--- src/rtl/vin_source_sel.sv ---
// vin_source_sel: qualifies CHANNELS vsync-timed video streams by counted lock
// and forwards one of them. Source changes are only ever made on the incoming
// source's vsync rising edge, so no partial frame is emitted.
module vin_source_sel #(
  parameter int CHANNELS    = 2,
  parameter int PIXEL_W     = 48,
  parameter int TIMEOUT     = 2000000,
  parameter int LOCK_FRAMES = 2,
  parameter int SELW        = $clog2(CHANNELS)
) (
  input  logic                        clk,
  input  logic                        rst_n,
  input  logic [CHANNELS-1:0]         in_vsync,
  input  logic [CHANNELS-1:0]         in_hsync,
  input  logic [CHANNELS-1:0]         in_de,
  input  logic [CHANNELS*PIXEL_W-1:0] in_pixel,
  input  logic                        mode,
  input  logic [SELW-1:0]             manual_sel,
  output logic                        out_vsync,
  output logic                        out_hsync,
  output logic                        out_de,
  output logic [PIXEL_W-1:0]          out_pixel,
  output logic [SELW-1:0]             out_sel,
  output logic                        out_active,
  output logic [CHANNELS-1:0]         ch_locked,
  output logic                        switch_pulse
);

  localparam int CW = $clog2(TIMEOUT + 1);
  localparam int LW = $clog2(LOCK_FRAMES + 1);
  localparam logic [CW-1:0] CNT_MAX  = CW'(TIMEOUT);
  localparam logic [LW-1:0] LOCK_MAX = LW'(LOCK_FRAMES);

  typedef enum logic [1:0] {
    S_IDLE    = 2'd0,
    S_WAIT    = 2'd1,
    S_ACTIVE  = 2'd2,
    S_PENDING = 2'd3
  } state_t;

  logic [CHANNELS-1:0] vsync_d_r;
  logic [CHANNELS-1:0] rise_s;
  logic [CW-1:0]       cnt_r       [CHANNELS];
  logic [CW-1:0]       cnt_next_s  [CHANNELS];
  logic [LW-1:0]       lock_cnt_r  [CHANNELS];
  logic [LW-1:0]       lock_next_s [CHANNELS];
  logic [CHANNELS-1:0] locked_next_s;

  state_t              state_r, state_next_s;
  logic [SELW-1:0]     cur_r, cur_next_s;
  logic                tgt_valid_s;
  logic [SELW-1:0]     tgt_s;
  logic                pass_s;
  logic [SELW-1:0]     sel_next_s;
  logic                vsync_s, hsync_s, de_s;
  logic [PIXEL_W-1:0]  pixel_s;

  assign rise_s = in_vsync & ~vsync_d_r;

  // Per-channel period counter and consecutive in-time rise counter (next values).
  always_comb begin
    for (int i = 0; i < CHANNELS; i++) begin
      cnt_next_s[i]  = cnt_r[i];
      lock_next_s[i] = lock_cnt_r[i];
      if (rise_s[i]) begin
        cnt_next_s[i] = '0;
        if (cnt_r[i] < CNT_MAX) begin
          lock_next_s[i] = (lock_cnt_r[i] < LOCK_MAX) ? lock_cnt_r[i] + LW'(1) : lock_cnt_r[i];
        end else begin
          // a rise after a loss only restarts the period measurement
          lock_next_s[i] = '0;
        end
      end else if (cnt_r[i] < CNT_MAX) begin
        cnt_next_s[i]  = cnt_r[i] + CW'(1);
        lock_next_s[i] = ((cnt_r[i] + CW'(1)) == CNT_MAX) ? '0 : lock_cnt_r[i];
      end else begin
        cnt_next_s[i] = cnt_r[i];
      end
      locked_next_s[i] = (lock_next_s[i] == LOCK_MAX);
    end
  end

  // Per-channel monitor state registers.
  always_ff @(posedge clk or negedge rst_n) begin
    if (!rst_n) begin
      vsync_d_r <= '0;
      ch_locked <= '0;
      for (int i = 0; i < CHANNELS; i++) begin
        cnt_r[i]      <= '0;
        lock_cnt_r[i] <= '0;
      end
    end else begin
      vsync_d_r <= in_vsync;
      ch_locked <= locked_next_s;
      for (int i = 0; i < CHANNELS; i++) begin
        cnt_r[i]      <= cnt_next_s[i];
        lock_cnt_r[i] <= lock_next_s[i];
      end
    end
  end

  // Target: lowest-index locked channel in auto mode, locked manual_sel in manual mode.
  always_comb begin
    tgt_valid_s = 1'b0;
    tgt_s       = '0;
    for (int i = CHANNELS - 1; i >= 0; i--) begin
      if (mode == 1'b0) begin
        tgt_valid_s = ch_locked[i] ? 1'b1 : tgt_valid_s;
        tgt_s       = ch_locked[i] ? SELW'(i) : tgt_s;
      end else begin
        tgt_valid_s = (ch_locked[i] && (manual_sel == SELW'(i))) ? 1'b1 : tgt_valid_s;
        tgt_s       = (ch_locked[i] && (manual_sel == SELW'(i))) ? SELW'(i) : tgt_s;
      end
    end
  end

  // Selection FSM next state and next passed channel.
  always_comb begin
    state_next_s = state_r;
    cur_next_s   = cur_r;
    case (state_r)
      S_IDLE: begin
        if (tgt_valid_s) begin
          state_next_s = S_WAIT;
        end else begin
          state_next_s = S_IDLE;
        end
      end
      S_WAIT: begin
        if (!tgt_valid_s) begin
          state_next_s = S_IDLE;
        end else if (rise_s[tgt_s]) begin
          state_next_s = S_ACTIVE;
          cur_next_s   = tgt_s;
        end else begin
          state_next_s = S_WAIT;
        end
      end
      S_ACTIVE: begin
        if (!ch_locked[cur_r]) begin
          state_next_s = S_IDLE;
        end else if (tgt_valid_s && (tgt_s != cur_r)) begin
          state_next_s = S_PENDING;
        end else begin
          state_next_s = S_ACTIVE;
        end
      end
      S_PENDING: begin
        if (tgt_valid_s && (tgt_s != cur_r) && rise_s[tgt_s]) begin
          state_next_s = S_ACTIVE;
          cur_next_s   = tgt_s;
        end else if (!ch_locked[cur_r]) begin
          state_next_s = S_WAIT;
        end else if (!tgt_valid_s || (tgt_s == cur_r)) begin
          state_next_s = S_ACTIVE;
        end else begin
          state_next_s = S_PENDING;
        end
      end
      default: begin
        state_next_s = S_IDLE;
        cur_next_s   = '0;
      end
    endcase
  end

  assign pass_s     = (state_next_s == S_ACTIVE) || (state_next_s == S_PENDING);
  assign sel_next_s = pass_s ? cur_next_s : '0;

  // Stream mux for the channel chosen by the next-state logic; blank otherwise.
  always_comb begin
    vsync_s = 1'b0;
    hsync_s = 1'b0;
    de_s    = 1'b0;
    pixel_s = '0;
    for (int i = 0; i < CHANNELS; i++) begin
      vsync_s = (pass_s && (cur_next_s == SELW'(i))) ? in_vsync[i] : vsync_s;
      hsync_s = (pass_s && (cur_next_s == SELW'(i))) ? in_hsync[i] : hsync_s;
      de_s    = (pass_s && (cur_next_s == SELW'(i))) ? in_de[i]    : de_s;
      pixel_s = (pass_s && (cur_next_s == SELW'(i))) ? in_pixel[i*PIXEL_W +: PIXEL_W] : pixel_s;
    end
  end

  // FSM state and output registers.
  always_ff @(posedge clk or negedge rst_n) begin
    if (!rst_n) begin
      state_r      <= S_IDLE;
      cur_r        <= '0;
      out_vsync    <= 1'b0;
      out_hsync    <= 1'b0;
      out_de       <= 1'b0;
      out_pixel    <= '0;
      out_sel      <= '0;
      out_active   <= 1'b0;
      switch_pulse <= 1'b0;
    end else begin
      state_r      <= state_next_s;
      cur_r        <= cur_next_s;
      out_vsync    <= vsync_s;
      out_hsync    <= hsync_s;
      out_de       <= de_s;
      out_pixel    <= pixel_s;
      out_sel      <= sel_next_s;
      out_active   <= pass_s;
      // strobe on any out_sel change and on every fresh start from blanked
      switch_pulse <= (sel_next_s != out_sel) || (pass_s && !out_active);
    end
  end

endmodule

--- config.mk ---
export PLATFORM = sky130hd
export DESIGN_NAME = vin_source_sel
export DESIGN_NICKNAME = d
export VERILOG_FILES = /design/src/rtl/vin_source_sel.sv
export SDC_FILE = /design/constraint.sdc
export NUM_CORES = 1
export LEC_CHECK = 0
export CELL_PAD_IN_SITES_DETAIL_PLACEMENT = 0
export CELL_PAD_IN_SITES_GLOBAL_PLACEMENT = 1
export CORE_ASPECT_RATIO = 1.5
export CORE_MARGIN = 5
export CORE_UTILIZATION = 36
export CTS_CLUSTER_DIAMETER = 80
export DETAILED_ROUTE_END_ITERATION = 12
export HOLD_SLACK_MARGIN = 0.05
export PLACE_DENSITY_LB_ADDON = 0.15
export SLEW_MARGIN = 15
export SYNTH_ARGS = -nofsm -noshare
export SYNTH_HDL_FRONTEND = slang
export SYNTH_SLANG_ARGS = --single-unit
--- constraint.sdc ---
create_clock -name clk -period 3 [get_ports clk]
set_input_delay 0.6 -clock clk [delete_from_list [all_inputs] [get_ports clk]]
set_output_delay 0.6 -clock clk [all_outputs]
set_load 0.01 [all_outputs]
==> reports/results.ini, run 1 <==
[outcome]
status=finished clean

[logic_synthesis]
synth_cell_types=60
ys_ff_latch=106
synthArstFlopShare_pct=100
synth_compound_area_share_pct=16.4
synth.area.top_cells=dfrtp_1 (47%), nand3_1 (6.3%), a21oi_1 (5.5%)
synthAdderAreaFrac_pct=0.882
synth.top_cell.area_share_pct=46.7
synth_edf_count=0
seq_area_frac_synth_pct=46.7
synth_mux_area_share_pct=1.23
synth_warnings=0
synthCells=632
netlist_area_um2=5680
synthSimpleGateAreaFrac_pct=22.9
syn_nets=742
synthXorXnorAreaFrac_pct=6.94
postSynthAreaPerCell_um2=8.98
synth_ff_type=dfrtp_1
yosysTopAreaCell=dfrtp_1
synth_top_family_by_area=simple AND/OR/NAND/NOR gates

[timing]
setup_violations=0
fin_skew_ps=13.4
report.final.slew_viol_count=0
finalHoldViolations=0
tightest_slew_ps=681
min_period_over_period_pct=83.0
fmax_mhz=402
rsz0062_at_grt=no
finalCriticalPeriod_ps=2490
relSlewSlack_pct=54.6
setup_tns_ps=0

[cells_and_area]
drive_above_1_share_pct=6.83
nets=881
fin_cells=981
area_growth_pct=37.9

[route]
dr.pass1.iters=6
viasPerCell=5.31
drt-total-wl_mm=17.1
drc_errors=0
vias=5213
drtIter0Drc=229
ant_nets=0
wl_per_cell_um=17.4

[clocking]
cts_buffer_depth=2
cts.clk_slew.worst_paths_ps=80
cts_setup_buffers=0
cts_hold_buffers=0
numClockSinks=106
cts_max_level=3
clock_tree.root_cell=clkbuf_16
tritoncts=yes
numCtsBuffers=9
cts_resized=0
clock_latency_ps=350

[run]
cap_violations=0

[power_and_ir_drop]
powerDensity_nw_per_um2=547
ir_worst_vdd_uv=411
leakage_uw=0.00322

[setup_path]
crit_required_ps=3200
startpoint_type=register
reg2regPathDepth=7
arrival_ps=2690
worstSetupPathType=reg2reg
crit-reg2reg-launch=cnt_r[0]
reg2reg_slack_ps=510
cp_max_fo=6
endpoint_kind=register
timing.rr.end=lock_cnt_r[1]

[global_routing]
grt_pass1_vias=5526
use_met3_pct=6.86
grt_util_met1_pct=21.8
antenna_found_initial=0
grt_busiest_layer=met2
grt_max_degree=54
grt_pass1_wl_mm=28.5
track_usage_pct=19.0
grtUsageMet2_pct=32.9
grt_overflow=0

[place]
place_congestion=0.832
dp.cells=963
dpl.hpwl_mm=12.1
io_buffer_count=161

[floorplanning]
die_area_um2=18400
row_count=56
dieHeight_um=164
initial_utilization_pct=36.5
ioPinCount=162
die-width_um=113
design.core.area_um2=15600

[hold_path]
hold_path.class=in2async

[registers in the layout, indices dropped and copies added (netlist names)]
signal        flops
cnt_r            42
out_sel           1
ch_locked         2
out_pixel        48
vsync_d_r         2
out_hsync         1
out_vsync         1
switch_pulse      1
state_r           1
lock_cnt_r        4
cur_r             1
out_de            1
out_active        1
[layout by cell type (no fill, tap or decap), types with 16 or more instances in the layout]
cell and instances:
dfrtp_1 106, nand4_1 16, clkdlybuf4s50_1 160, nand2_1 30
xnor2_1 16, nand3_1 72, buf_4 18, nor2_1 54
o21ai_0 56, a21oi_1 61, xor2_1 29
[worst max-delay path: stages, from the launching register on]
cell	delay, ps
dfrtp_1	420
ha_1	300
nand4_1	180
nor2_1	350
and2_1	260
a31oi_1	120
a2111oi_2	560
o22ai_1	150
[worst max path at each step]
stage,start,to,slack (ps),cells after the start
final,cnt_r[0],lock_cnt_r[1],510,7
after global routing,cnt_r[0],lock_cnt_r[1],280,7
after CTS,cnt_r[21],ch_locked[0],530,7
after detailed placement,mode,out_pixel[2],210,8
after global placement,mode,out_sel,320,9
after floorplan,mode,out_de,750,7
[synthesized netlist by cell type, types with 2 or more instances]
master     number
nor2_1         54
and3b_1         2
o41ai_1         2
nand3_1        72
xor2_1         29
nand4b_1        3
a21boi_0        2
clkbuf_1       38
o21a_1          3
and4_1          4
nand4_1        16
and2_1          3
o22ai_1         4
o21bai_1        2
dfrtp_1       106
a2111oi_0       2
o211ai_1        2
xnor2_1        16
nor3_1         15
inv_1          11
o2111ai_1       3
buf_4           2
nand2b_1        5
ha_1            4
mux2i_1         7
and3_1         11
a32oi_1         2
o21ai_0        56
buf_2           8
or2_2           3
a21oi_1        62
nor4_4          2
nor4_1          6
o31ai_1         3
a211oi_1        4
a31oi_1         5
nand2_1        30
or3_1           3
buf_1           3
nor4b_1         4
nor2b_1         4
[kinds of logic after synthesis]
| logic type | after synthesis |
|---|---|
| AND/OR/NAND/NOR | 244 |
| flip-flops | 106 |
| multiplexers | 7 |
| buffers and inverters | 65 |
| adder cells (fa/ha/maj) | 4 |
| XOR/XNOR | 45 |
| AO/OA/AOI/OAI | 161 |
[layout make-up]
type                            count  area [um2]
Fill cell                        1490        7730
Multi-Input combinational cell    461        2780
Sequential cell                   106        2650
Timing Repair Buffer              182        1820
Tap cell                          203         254
Clock buffer                       10         229
Clock inverter                      6        55.1
Inverter                           11        41.3
Antenna cell                        2        5.00
[where the power goes]
part / switching [uW] / internal (uW) / leakage, uW
logic: 731 / 644 / 0.00163
clock network: 588 / 585 / 0.000140
registers: 156 / 1580 / 0.00145
total: 1470 / 2810 / 0.00322
[routing by layer]
layer / part of all wire (%) / vias up
li1: - / 2529
met1: 39 / 2517
met2: 52 / 149
met3: 7.5 / 18
met4: 1.8 / 0
met5: 0 / -
[metrics by stage]
step                hold slack, ps  setup slack (ps)  power (uW)  util [%]  cell area, um2
finish                         279               510        4280      50.3            7830
global route                   349               283        4560      50.3            7820
CTS                            317               532        4350      50.3            7820
detailed placement             488               208        3150      48.5            7540
global placement               468               321        3110      48.5            7540
floorplan                      304               753        2480         -            5680
No activity file was read; power rests on OpenSTA's default activity.
==> run 2: changes to the inputs <==
--- a/config.mk
+++ b/config.mk
@@ -9,7 +9,7 @@
 export CELL_PAD_IN_SITES_GLOBAL_PLACEMENT = 1
 export CORE_ASPECT_RATIO = 1.5
 export CORE_MARGIN = 5
-export CORE_UTILIZATION = 36
+export CORE_UTILIZATION = 32
 export CTS_CLUSTER_DIAMETER = 80
 export DETAILED_ROUTE_END_ITERATION = 12
 export HOLD_SLACK_MARGIN = 0.05
==> constraint.sdc (replaced) <==
create_clock -name clk -period 2.1 [get_ports clk]
set_input_delay 0.42 -clock clk [delete_from_list [all_inputs] [get_ports clk]]
set_output_delay 0.42 -clock clk [all_outputs]
set_load 0.01 [all_outputs]
==> run 2 against run 1 <==
Compared with the run above:
- the run now ends with negative setup slack left
- combinational power up 87%
- clock power increased by 56%
- cell area increased by 15%
- clock skew is 4.1 ps lower
- register-to-register slack got worse by 550 ps
- via count rose by 7.7%
- first-iteration DRC count is 18% higher
- routed wire length rose by 12%
- sequential cell count unchanged
- critical path depth grew 2
- clock-buffer cell count shrank 1
- largest power group is now combinational cells
==> reports/results.ini, run 2 (synthesis results as in run 1) <==
[power_and_ir_drop]
leakage_uw=0.00377
ir_worst_vdd_uv=489
powerDensity_nw_per_um2=761

[timing]
fin_skew_ps=9.30
tightest_slew_ps=548
rsz0062_at_grt=yes
setup_violations=1
fmax_mhz=468
setup_slack_ps=-38.1
setup_tns_ps=-38.1
finalHoldViolations=0
relSlewSlack_pct=62.5
report.final.slew_viol_count=0
min_period_over_period_pct=102
finalCriticalPeriod_ps=2140

[global_routing]
grt_overflow=0
grt_max_degree=38
grt_pass1_wl_mm=30.7
track_usage_pct=18.4
grt_pass1_vias=5882
antenna_found_initial=1

[floorplanning]
ioPinCount=162
row_count=59
die-width_um=119
design.core.area_um2=17400
dieHeight_um=173
die_area_um2=20600
initial_utilization_pct=32.6

[route]
wl_met1_mm=7.13
ant_nets=0
drt-total-wl_mm=19.1
dr.pass1.iters=4
top_layer=met4
drtIter0Drc=270
vias=5612
wl_per_cell_um=17.7
viasPerCell=5.22
wl_met2_mm=10.3
drc_errors=0
routed-wl-met3_mm=1.26

[setup_path]
timing.rr.end=ch_locked[0]
cp_max_fo=6
reg2regPathDepth=9
crit_required_ps=2330
startpoint_type=register
reg2reg_slack_ps=-40
arrival_ps=2370
worstSetupPathType=reg2reg
crit-reg2reg-launch=cnt_r[22]
endpoint_kind=register

[place]
dp_slack_ps=-486
io_buffer_count=161
place_congestion=0.827
dpl.hpwl_mm=13.5

[cells_and_area]
nets=966
drive_above_1_share_pct=21.7
final_cell_mix=clkdlybuf4s50_1 (158), dfrtp_1 (100), buf_4 (85)
fin_util_pct=51.6
top_regs=out_pixel (48), cnt_r (42), lock_cnt_r (4)
area_growth_pct=58.3
regMostFlops=out_pixel
largest_reg_flops=48
final_common_cell=clkdlybuf4s50_1

[clocking]
cts_hold_buffers=0
tritoncts=yes
numCtsBuffers=9
cts_max_level=3
cts.clk_slew.worst_paths_ps=70
cts_buffer_depth=2
numClockSinks=106
clock_tree.root_cell=clkbuf_16
clock_latency_ps=350

[hold_path]
hold_path.class=in2async

[outcome]
violations=negative setup slack
status=finished with violations

[run]
cap_violations=0

-- run 2: what timing repair did --
action | in CTS | in global routing
setup buffers | 4 | 14
cloned | 3 | 0
gates resized for setup | 21 | 60
setup endpoints to repair | 59 | 32
pin swaps | 3 | 20
-- run 2: where the power goes --
| part | switching, uW | internal, uW |
|---|---|---|
| clock network | 774 | 1040 |
| registers | 204 | 2260 |
| logic | 1260 | 1300 |
-- run 2: worst max-delay path: stages, from the launching register on --
cell and delay [ps]:
dfrtp_1 410, buf_6 140, nand4_1 160, buf_6 180, buf_4 140, nor4b_2 200
mux2i_1 100, and2_4 160, o41a_1 410, o21a_1 120
-- run 2: worst max-delay path by stage --
stage,startpoint,endpoint,cells after the start
2_1_floorplan,cnt_r[21],ch_locked[0],8
3_3_place_gp,mode,out_sel,10
3_5_place_dp,mode,out_pixel[36],10
4_1_cts,cnt_r[0],lock_cnt_r[1],7
5_1_grt,cnt_r[22],lock_cnt_r[3],8
6_report,cnt_r[22],ch_locked[0],9
-- run 2: area by class of cell --
cell class,instances,area (um2)
fill,1664,8430
multi-input combinational,461,3060
sequential,106,2660
timing repair buffer,267,2640
tap,213,267
clock buffer,9,225
clock inverter,6,90.1
inverter,11,41.3
antenna,2,5.00
-- run 2: metal layers --
metal,up-vias,global-route usage (%)
li1,2698,-
met1,2734,20.5
met2,158,33.0
met3,22,5.92
met4,0,6.09
met5,-,0
-- run 2: through the flow --
step	hold WS [ps]	total power (uW)	cell area [um2]	instances
final	56.6	6840	8990	1075
after global routing	91.3	7290	8980	1074
after CTS	63.4	6740	8640	1060
after detailed placement	446	4740	8120	1038
after global placement	443	4680	8120	1038
after floorplan	124	3540	5680	632
==> run 3: changes to the inputs <==
--- a/config.mk
+++ b/config.mk
@@ -8,8 +8,7 @@
 export CELL_PAD_IN_SITES_DETAIL_PLACEMENT = 0
 export CELL_PAD_IN_SITES_GLOBAL_PLACEMENT = 1
 export CORE_ASPECT_RATIO = 1.5
-export CORE_MARGIN = 5
-export CORE_UTILIZATION = 32
+export CORE_UTILIZATION = 38
 export CTS_CLUSTER_DIAMETER = 80
 export DETAILED_ROUTE_END_ITERATION = 12
 export HOLD_SLACK_MARGIN = 0.05
==> constraint.sdc (replaced) <==
create_clock -name clk -period 2.7 [get_ports clk]
set_input_delay 0.54 -clock clk [delete_from_list [all_inputs] [get_ports clk]]
set_output_delay 0.54 -clock clk [all_outputs]
set_load 0.01 [all_outputs]
==> run 3 against run 2 <==
Compared with the run above:
- clock-buffer cell count up 1
- routed wire length down 15%
- the run now ends clean
- highest routed layer unchanged
- largest cell class unchanged
- register-to-register slack better by 320 ps
- global-route usage is 3.6 points higher
- via count decreased by 6.2%
==> reports/results.ini, run 3 (synthesis results as in run 1) <==
[setup_path]
cp_max_fo=7
max_stage_delay_ps=470
worstSetupPathType=reg2reg
endpoint_kind=register
startpoint_type=register
cpLargestDelayFamily=compound AO/OA/AOI/OAI gates
arrival_ps=2660
timing.rr.end=ch_locked[0]
slowest_stage=dfrtp_1
crit_required_ps=2950
reg2reg_slack_ps=290
cp_cell_sequence=ha_1 > and3_1 > nand4b_1 > a211oi_1 > o2111ai_1 > o41a_1 > o21a_1
reg2regPathDepth=7
crit-reg2reg-launch=cnt_r[21]
crit_buf_inv=0

[power_and_ir_drop]
powerDensity_nw_per_um2=609
ir_worst_vdd_uv=354
leakage_uw=0.00325

[cells_and_area]
final_common_cell=clkdlybuf4s50_1
diodes=0
drive_above_1_share_pct=7.45
largest_reg_flops=48
final_cell_mix=clkdlybuf4s50_1 (160), dfrtp_1 (106), nand3_1 (72)
top_regs=out_pixel (48), cnt_r (42), lock_cnt_r (4)
area_growth_pct=39.2
regMostFlops=out_pixel
nets=884

[clocking]
cts_setup_buffers=0
cts.clk_slew.worst_paths_ps=70
clock_tree.root_cell=clkbuf_16
cts_hold_buffers=0
numCtsBuffers=9
cts_max_level=3
clock_latency_ps=360
numClockSinks=106
cts_resized=0
tritoncts=yes
cts_buffer_depth=2

[global_routing]
antenna_found_initial=0
grt_max_degree=63
track_usage_pct=22.1
grt_pass1_wl_mm=26.5
grt_overflow=0
grt_pass1_vias=5352

[floorplanning]
design.core.area_um2=14600
initial_utilization_pct=38.9
die-width_um=102
dieHeight_um=152
die_area_um2=15400
ioPinCount=162
row_count=54

[timing]
fin_skew_ps=10.6
finalCriticalPeriod_ps=2410
fmax_mhz=414
setup_violations=0
report.final.slew_viol_count=0
timing.hold.ws_ps=160
setup_tns_ps=0
tightest_slew_ps=572
relSlewSlack_pct=61.8
finalHoldViolations=0
rsz0062_at_grt=no
min_period_over_period_pct=89.4

[place]
dpl.hpwl_mm=11.1
place_congestion=0.800
io_buffer_count=161

[run]
cap_violations=0

[route]
dr.pass1.iters=4
viasPerCell=5.40
drtIter0Drc=165
vias=5263
drc_errors=0
ant_nets=0
drt-total-wl_mm=16.2
wl_per_cell_um=16.6

[hold_path]
hold_path.class=in2async

[outcome]
status=finished clean

==> run 3: cell count changes in the layout (fill, tap and decap cells not counted), sizes merged <==
cell and change:
buf -80, bufbuf -2, bufinv -2, clkdlybuf4s50 +2, clkinvlp +2, diode -2, dlygate4sd2 -1
==> run 3: through the flow <==
stage	util (%)	setup slack, ps	instances	power [uW]	instance area (um2)
after CTS	54.1	194	975	4860	7890
after global routing	54.1	152	975	5110	7900
after floorplan	-	513	632	2750	5680
final	54.1	286	975	4810	7900
after detailed placement	52.1	38.4	959	3540	7600
after global placement	52.1	151	959	3490	7600
==> run 3: how the worst max path moves through the flow <==
stage,end,depth (start not counted),slack (ps),startpoint
after CTS,lock_cnt_r[2],6,190,cnt_r[25]
after global placement,out_sel,10,150,mode
after floorplan,out_de,7,510,mode
final,ch_locked[0],7,290,cnt_r[21]
after global routing,lock_cnt_r[1],7,150,cnt_r[2]
after detailed placement,out_pixel[44],10,40,mode
==> run 3: cell type report <==
cell class                      instances  area (um2)
Tap cell                              196         245
Timing Repair Buffer                  185        1890
Inverter                               11        41.3
Sequential cell                       106        2650
Clock inverter                          6        51.3
Clock buffer                           10         239
Fill cell                            1336        6690
Multi-Input combinational cell        461        2780
==> run 3: power breakdown <==
part | switching [uW] | leakage, uW | internal [uW]
Sequential | 171 | 0.00145 | 1760
Combinational | 823 | 0.00166 | 752
Clock | 646 | 0.000133 | 662
==> run 3: layer usage <==
metal | share of wire (%) | track usage [%] | wire, um | up-vias
met3 | 6.7 | 6.01 | 1080 | 28
met1 | 41 | 25.7 | 6580 | 2551
met2 | 50 | 37.0 | 8120 | 145
li1 | - | - | - | 2539
met5 | 0 | 0 | 0 | -
met4 | 2.6 | 10.9 | 414 | 0
==> RTL change (config.mk and constraints of run 3) <==
Change the parameter `CHANNELS` from 2 to 8.
--- a/src/rtl/vin_source_sel.sv
+++ b/src/rtl/vin_source_sel.sv
@@ -3,5 +3,5 @@
 // source's vsync rising edge, so no partial frame is emitted.
 module vin_source_sel #(
-  parameter int CHANNELS    = 2,
+  parameter int CHANNELS    = 8,
   parameter int PIXEL_W     = 48,
   parameter int TIMEOUT     = 2000000,
Ports: changed (7 resized); port bits go from 162 to 478. No check against the original RTL was run, so the function may have changed too.
==> RTL change against run 3 <==
The run now ends with setup timing left; sequential cell count increased by 155; final area increased to 3.3 times the old value; power increased to 3.9 times the old value; routed wire length increased to 4.6 times the old value; sequential power increased to 2.6 times the old value; setup slack got worse by 1.2 ns; global-route usage increased by 10 points; synthesized cell count increased to 3.1 times the old value; synthesized area increased to 2.9 times the old value; critical endpoint is now out_pixel[36]; largest cell class unchanged.
==> RTL change: results (changes against run 3) <==
Parameter                              Value

Run status
  Run status    finished, violations left (was completed)
  Violated checks    setup timing

Yosys
  Compound-gate portion of the synthesized area    19.8% (was 16.4%)
  Adder-cell share of the synthesized area    1.21% (was 0.882%)
  Area contributors post-synth    sky130_fd_sc_hd__dfrtp_1 (39%), sky130_fd_sc_hd__nand2_1 (6.7%), sky130_fd_sc_hd__xor2_1 (5.9%) (was sky130_fd_sc_hd__dfrtp_1 (47%), sky130_fd_sc_hd__nand3_1 (6.3%), sky130_fd_sc_hd__a21oi_1 (5.5%))
  Most frequent cells after synthesis    sky130_fd_sc_hd__nand2_1 (295), sky130_fd_sc_hd__dfrtp_1 (261), sky130_fd_sc_hd__nor2_1 (216) (was sky130_fd_sc_hd__dfrtp_1 (106), sky130_fd_sc_hd__nand3_1 (72), sky130_fd_sc_hd__a21oi_1 (62))
  Number of instances in the synthesized netlist    1,978 (was 632)
  Distinct cells, synth    85 (was 60)
  Xor and xnor fraction of the mapped netlist area    8.34% (was 6.94%)

Critical path
  CP Data Arrival Time    4.09 ns (was 2.66 ns)
  Worst flop-to-flop path endpoint    out_pixel[36] (was ch_locked[0])
  Slowest cell delay on critical path    0.50 ns (was 0.47 ns)
  Depth of the worst register-to-register path    14 (was 7)
  Cell with the biggest individual delay on the critical path    sky130_fd_sc_hd__a222oi_1 (was sky130_fd_sc_hd__dfrtp_1)
  Maximum fanout encountered on the critical timing path    5 (was 7)

Global routing
  First-pass GRT wire length    109,000 um (was 26,500 um)
  Met3 layer usage reported by global route    8.08% (was 6.01%)
  Pin count of the biggest net entering global routing    79 (was 63)
  Initial antenna violation count    21 (was 0)

Pwr
  Power consumed by the clock network    4.37 mW (was 1.31 mW)
  Leakage power    11.1 nW (was 3.25 nW)
  Maximum ir drop on the vdd rail    0.555 mV (was 0.354 mV)

Layout
  Fill cell total of the finished layout    3,787 (was 1,336)
  Final nets    3,063 (was 884)
  Layout cells sized above 1    16.7% (was 7.45%)

Routing
  Routed WL per cell    23.0 um (was 16.6 um)
  Highest layer used for signal routing    met5 (was met4)
  Detailed-route via count    18,300 (was 5,263)
  Detailed route wirelength on metal3    6340 um (was 1080 um)
  Met1 Routed Length    29,400 um (was 6580 um)
  DR WL met2    35,600 um (was 8120 um)

CTS
  Num CTS Buffers    30 (was 9)
  Htree depth    1 (was 3)
  Later-pin clock latency in the skew report    0.59 ns (was 0.36 ns)

Timing
  Max Clock Skew    0.0126 ns (was 0.0106 ns)
  Final worst slack    -0.960 ns (was 0.286 ns)
  Slew @ Worst Pin    0.604 ns (was 0.572 ns)
  Final setup violation count    59 (was 0)
  Post-route worst hold slack    0.482 ns (was 0.160 ns)

Placement
  Placed Instance Area    0.0234 mm2 (was 0.00760 mm2)
  Global placement routability congestion    1.04 (was 0.800)
  Count of input and output buffers    477 (was 161)
  Setup WS pre-CTS    -1.93 ns (was 0.0384 ns)
[RTL change: changes by cell type in the layout (fill, tap and decap cells not counted), sizes merged, moves of 33 or more]
cell,run 3,this run
clkdlybuf4s50,160,472
nand2,30,296
buf,25,272
nor2,54,216
dfrtp,106,261
xor2,29,111
a21oi,62,121
a222oi,0,44
and3,12,48
clkbuf,10,43
[RTL change: repair_timing]
| action | CTS | global route |
|---|---|---|
| pin swaps | 68 | 62 |
| gates resized for setup | 97 | 67 |
| hold buffers | 1 | 0 |
| setup buffers | 37 | 20 |
| endpoints found under the setup margin | 62 | 74 |
| hold endpoints to repair | 58 | 0 |
| cloned | 5 | 3 |
[RTL change: final cells by class]
class                           count  share of cell area [%]
Inverter                           42                   0.682
Timing Repair inverter              1                  0.0633
Timing Repair Buffer              752                    28.6
Clock inverter                     15                   0.755
Antenna cell                        9                  0.0877
Tap cell                          570                    2.78
Multi-Input combinational cell   1545                    38.2
Clock buffer                       41                    3.39
Sequential cell                   261                    25.4
